File: src/rtl/video_fifo_pixel_out.sv
// Pixel-clock output stage: video timing, FIFO read issue, RGB565->RGB888 and underflow tracking.
// Define TEST_PATTERN_EN to add the colour-bar generator selected by test_mode.
module video_fifo_pixel_out #(
   parameter int H_ACTIVE = 1280,
   parameter int H_FP     = 110,
   parameter int H_SYNC   = 40,
   parameter int H_BP     = 220,
   parameter int V_ACTIVE = 720,
   parameter int V_FP     = 5,
   parameter int V_SYNC   = 5,
   parameter int V_BP     = 20,
   parameter bit SYNC_POL = 1'b1
) (
   input  logic        rd_clk,
   input  logic        rd_rst_n,
   output logic        rd_en,
   input  logic [15:0] rd_data,
   input  logic        rd_empty,
   output logic        frame_req,
   input  logic        test_mode,
   input  logic        underflow_clr,
   output logic        vid_hs,
   output logic        vid_vs,
   output logic        vid_de,
   output logic [23:0] vid_rgb,
   output logic        underflow,
   output logic [15:0] underflow_cnt
);

   localparam int H_TOTAL = H_ACTIVE + H_FP + H_SYNC + H_BP;
   localparam int V_TOTAL = V_ACTIVE + V_FP + V_SYNC + V_BP;
   // One spare bit so every region boundary, totals included, fits the counter width.
   localparam int HW = $clog2(H_TOTAL + 1);
   localparam int VW = $clog2(V_TOTAL + 1);

   localparam logic [HW-1:0] H_ACT_END  = HW'(H_ACTIVE);
   localparam logic [HW-1:0] H_SYNC_BEG = HW'(H_ACTIVE + H_FP);
   localparam logic [HW-1:0] H_SYNC_END = HW'(H_ACTIVE + H_FP + H_SYNC);
   localparam logic [HW-1:0] H_LAST     = HW'(H_TOTAL - 1);
   localparam logic [VW-1:0] V_ACT_END  = VW'(V_ACTIVE);
   localparam logic [VW-1:0] V_SYNC_BEG = VW'(V_ACTIVE + V_FP);
   localparam logic [VW-1:0] V_SYNC_END = VW'(V_ACTIVE + V_FP + V_SYNC);
   localparam logic [VW-1:0] V_LAST     = VW'(V_TOTAL - 1);

   logic [HW-1:0] h_cnt_reg, h_cnt_next;
   logic [VW-1:0] v_cnt_reg, v_cnt_next;
   logic          act, hs_raw, vs_raw, miss, pattern_on;

   logic          s1_hit_reg, s1_de_reg, s1_hs_reg, s1_vs_reg;
   logic          vid_hs_reg, vid_vs_reg, vid_de_reg;
   logic [23:0]   vid_rgb_reg, rgb_next, rgb_expand, rgb_pattern;
   logic          underflow_reg;
   logic [15:0]   underflow_cnt_reg;

   // ---------------------------------------------------------------- timing
   always_comb begin
      h_cnt_next = h_cnt_reg + 1'b1;
      v_cnt_next = v_cnt_reg;
      if (h_cnt_reg == H_LAST) begin
         h_cnt_next = '0;
         v_cnt_next = (v_cnt_reg == V_LAST) ? '0 : v_cnt_reg + 1'b1;
      end
   end

   // Reset parks the raster at the start of vertical blanking so a new frame is requested at once.
   always_ff @(posedge rd_clk) begin
      if (!rd_rst_n) begin
         h_cnt_reg <= '0;
         v_cnt_reg <= V_ACT_END;
      end else begin
         h_cnt_reg <= h_cnt_next;
         v_cnt_reg <= v_cnt_next;
      end
   end

   assign act    = (h_cnt_reg < H_ACT_END) && (v_cnt_reg < V_ACT_END);
   assign hs_raw = (h_cnt_reg >= H_SYNC_BEG) && (h_cnt_reg < H_SYNC_END);
   assign vs_raw = (v_cnt_reg >= V_SYNC_BEG) && (v_cnt_reg < V_SYNC_END);

   assign rd_en     = act && !rd_empty && !pattern_on;
   assign miss      = act && rd_empty && !pattern_on;
   assign frame_req = rd_rst_n && (h_cnt_reg == '0) && (v_cnt_reg == V_ACT_END);

   // ---------------------------------------------------------- test pattern
`ifdef TEST_PATTERN_EN
   logic        pattern_on_reg;
   logic        s1_pat_reg;
   logic [2:0]  s1_bar_reg, bar_idx;
   logic [6:0]  bar_thr;
   logic [23:0] bar_lut [8];

   // Bar index h*8/H_ACTIVE as a count of crossed thresholds, avoiding a divider.
   genvar gi;
   generate
      for (gi = 1; gi < 8; gi++) begin : g_bar_thr
         assign bar_thr[gi-1] = {h_cnt_reg, 3'b000} >= (HW+3)'(gi * H_ACTIVE);
      end
      // white, yellow, cyan, green, magenta, red, blue, black
      for (gi = 0; gi < 8; gi++) begin : g_bar_lut
         localparam logic [2:0] IDX = 3'(gi);
         assign bar_lut[gi] = {{8{~IDX[1]}}, {8{~IDX[2]}}, {8{~IDX[0]}}};
      end
   endgenerate

   always_comb begin
      bar_idx = '0;
      for (int i = 0; i < 7; i++) begin
         bar_idx = bar_idx + 3'(bar_thr[i]);
      end
   end

   always_ff @(posedge rd_clk) begin
      if (!rd_rst_n) begin
         pattern_on_reg <= 1'b0;
         s1_pat_reg     <= 1'b0;
         s1_bar_reg     <= '0;
      end else begin
         if (frame_req) begin
            pattern_on_reg <= test_mode;
         end
         s1_pat_reg <= act && pattern_on_reg;
         s1_bar_reg <= bar_idx;
      end
   end

   assign pattern_on  = pattern_on_reg;
   assign rgb_pattern = s1_pat_reg ? bar_lut[s1_bar_reg] : 24'h000000;
`else
   logic unused_test_mode;
   assign unused_test_mode = test_mode;
   assign pattern_on       = 1'b0;
   assign rgb_pattern      = 24'h000000;
`endif

   // -------------------------------------------------------------- pipeline
   assign rgb_expand = {rd_data[15:11], rd_data[15:13],
                        rd_data[10:5],  rd_data[10:9],
                        rd_data[4:0],   rd_data[4:2]};

   // A missed slot carries no hit and no pattern, so it falls through to black.
   assign rgb_next = s1_hit_reg ? rgb_expand : rgb_pattern;

   always_ff @(posedge rd_clk) begin
      if (!rd_rst_n) begin
         s1_hit_reg  <= 1'b0;
         s1_de_reg   <= 1'b0;
         s1_hs_reg   <= 1'b0;
         s1_vs_reg   <= 1'b0;
         vid_de_reg  <= 1'b0;
         vid_hs_reg  <= ~SYNC_POL;
         vid_vs_reg  <= ~SYNC_POL;
         vid_rgb_reg <= '0;
      end else begin
         s1_hit_reg  <= rd_en;
         s1_de_reg   <= act;
         s1_hs_reg   <= hs_raw;
         s1_vs_reg   <= vs_raw;
         vid_de_reg  <= s1_de_reg;
         vid_hs_reg  <= s1_hs_reg ~^ SYNC_POL;
         vid_vs_reg  <= s1_vs_reg ~^ SYNC_POL;
         vid_rgb_reg <= rgb_next;
      end
   end

   // ------------------------------------------------------------- underflow
   // A clear that lands on a miss still records that miss.
   always_ff @(posedge rd_clk) begin
      if (!rd_rst_n) begin
         underflow_reg     <= 1'b0;
         underflow_cnt_reg <= '0;
      end else if (underflow_clr) begin
         underflow_reg     <= miss;
         underflow_cnt_reg <= {15'd0, miss};
      end else if (miss) begin
         underflow_reg <= 1'b1;
         if (underflow_cnt_reg != 16'hFFFF) begin
            underflow_cnt_reg <= underflow_cnt_reg + 16'd1;
         end
      end
   end

   assign vid_hs        = vid_hs_reg;
   assign vid_vs        = vid_vs_reg;
   assign vid_de        = vid_de_reg;
   assign vid_rgb       = vid_rgb_reg;
   assign underflow     = underflow_reg;
   assign underflow_cnt = underflow_cnt_reg;

endmodule

File: config.mk
export PLATFORM = sky130hd
export DESIGN_NAME = video_fifo_pixel_out
export DESIGN_NICKNAME = d
export VERILOG_FILES = /design/src/rtl/video_fifo_pixel_out.sv
export SDC_FILE = /design/constraint.sdc
export NUM_CORES = 1
export LEC_CHECK = 0
export CORE_MARGIN = 10
export CORE_UTILIZATION = 25
export CTS_CLUSTER_DIAMETER = 50
export DETAILED_ROUTE_END_ITERATION = 6
export GPL_TIMING_DRIVEN = 1
export PLACE_DENSITY_LB_ADDON = 0.25
export SYNTH_ARGS = -nofsm -noshare
export SYNTH_HDL_FRONTEND = slang
export SYNTH_SLANG_ARGS = --single-unit
File: constraint.sdc
create_clock -name rd_clk -period 3.34 [get_ports rd_clk]
set_clock_uncertainty 0.15 [all_clocks]
set_input_delay 0.501 -clock rd_clk [delete_from_list [all_inputs] [get_ports rd_clk]]
set_output_delay 0.501 -clock rd_clk [all_outputs]
set_load 0.1 [all_outputs]
==> out/metrics.cfg <==
[run_status]
outcome=finished clean

[sta]
hold_violations=0
max_freq_mhz=340
holdWs_ns=0.287
finalCriticalPeriod_ns=2.94
setup_ws_ns=0.397
tns_ns=0
tightest_slew_ns=0.985
fin_crit_sh=0.881
relSlewSlack=0.341
setup_viol=0
drv_slew=0
rsz0062_at_grt=no

[logic_synthesis]
yosysWarnings=0
netlist.area_leader.share=0.461
ys.flop_type=dfxtp_1
avgSynthCellArea_um2=9.11
async_reset_ff_frac=0
synth_edf_count=0
yosysTopAreaCell=dfxtp_1
synth_area_um2=2650
netlist-cell-type-count=41
yosysSeqAreaShare=0.461
synthTopCellsByArea=dfxtp_1, xnor2_1, nor2_1
syn_inst=291
yosysMostFrequentCell=dfxtp_1
syn-num-nets=320
synth_commonest_cells=dfxtp_1, nor2_1, xnor2_1
ys_seq_elements=61

[clock_network]
cts_resized=0
htreeDepth=3
root_buffer=clkbuf_8
ctsHoldBuffers=0
path_clk_slew_ns=0.08
numCtsBuffers=9
cts_tree=built
clk_latency_ns=0.34
post_cts_buffers=0
clock_sinks=61
cts_buffer_depth=2

[worst_hold_path]
hp-class=reg -> reg

[floorplan]
die_w_um=123
top_level_ports=67
core_area_um2=10300
rows=37
dieHeight_um=123
die_area_um2=15100
initial_core_util=0.257

[power]
pwr-share-clk=0.505
power_density_nw_per_um2=454
p_total_mw=1.62
power_frac_seq=0.453
p_int_mw=1.26
p_switching_uw=360
netSwitchingFraction=0.222
combPwrFrac=0.042
peakVddDrop_mv=0.185
p_leak_nw=1.35

[layout]
nets=381
final_util=0.346
drive_above_1_share=0.190
area_growth_pct=34.9
antenna_cells=0
fin_area_um2=3580
stdcell_count=493

[worst_setup_path]
cp_max_fo=6
r2r_slack_ns=1.10
critPathKind=reg -> out
cp_data_required_time_ns=2.69
critical_path.cell_chain=or4_4, nor4b_1, nand4b_1, nor4b_4, buf_12
crit_path_top_delay_cell=or4_4
cpLargestDelayFamily=simple AND/OR/NAND/NOR gates
critPathLaunchType=flop
arrival_ns=2.29
endpoint_kind=primary output
critPathBufInv=1
slowest_delay_ns=0.59

[placement]
place_hpwl_um=4640
placed_cells=477
post-place-ws_ns=0.628
gp_congestion=0.801
io_buffers=65
place_area_um2=3330

[detailed_routing]
drt-initial-drc-count=133
wire_per_inst_um=13.2
via_count=2240
antenna_left=0
avgViaCountPerCell=4.54
drtPass1Iterations=4
drt-total-wl_um=6500
drt_drc_violations_left=0

[grt]
grtUsageTotal=0.0859
antenna_found_initial=0
grt_max_degree=29
grt_pass1_vias=2174
grt_overflow=0
grt_pass1_wl_um=10600

[flow_run]
cap_violations=0

## cells by family after synthesis
logic type | synth area share
multiplexers | 0.00378
AND/OR/NAND/NOR | 0.304
buffers and inverters | 0.0486
XOR/XNOR | 0.102
AO/OA/AOI/OAI | 0.0425
adder cells (fa/ha/maj) | 0.0378
flip-flops | 0.461
## final cells by class
type / count / area, um2
fillers: 1052 / 6750
multi-input cells: 204 / 1320
flip-flops and latches: 61 / 1220
repair buffers: 68 / 591
well taps: 136 / 170
clock buffers: 9 / 124
clock inverters: 7 / 124
inverters: 8 / 30.0
## power by group through the flow
stage / clock network, mW / logic, mW / registers, mW
2_1_floorplan: 0 / 0.0356 / 0.750
3_3_place_gp: 0 / 0.0695 / 0.752
3_5_place_dp: 0 / 0.0694 / 0.752
4_1_cts: 0.841 / 0.0699 / 0.735
5_1_grt: 0.879 / 0.0750 / 0.735
6_report: 0.821 / 0.0683 / 0.735
## routing by layer
layer	global-route usage	routed length, um	vias up
li1	-	-	1122
met1	0.103	2970	1047
met2	0.135	2910	60
met3	0.0237	486	11
met4	0.0517	131	0
met5	0	0	-
## final timing paths
check | start | to | cells past startpoint
worst max-delay path | h_cnt_reg[8] | frame_req | 5
worst min-delay path | s1_vs_reg | vid_vs | 1
worst max register to register | h_cnt_reg[8] | v_cnt_reg[0] | 5
worst min register to register | s1_vs_reg | vid_vs | 1
## cells in the final DEF (no fill, tap or decap), drive strengths merged, types with 2 or more instances in the layout
cell type / count
nand2b: 2
nor2: 42
nor4: 9
nand4b: 2
o21ai: 3
nand2: 15
clkinv: 3
a21oi: 7
nor3: 12
nand4: 10
clkbuf: 9
xnor2: 21
bufinv: 3
dfxtp: 61
and2: 3
ha: 8
or2: 2
and4: 2
nor4b: 5
nand3: 16
clkdlybuf4s50: 27
inv: 8
nor3b: 3
and3: 20
buf: 41
xor2: 10
Note: power is estimated with default switching activity, not from simulation.
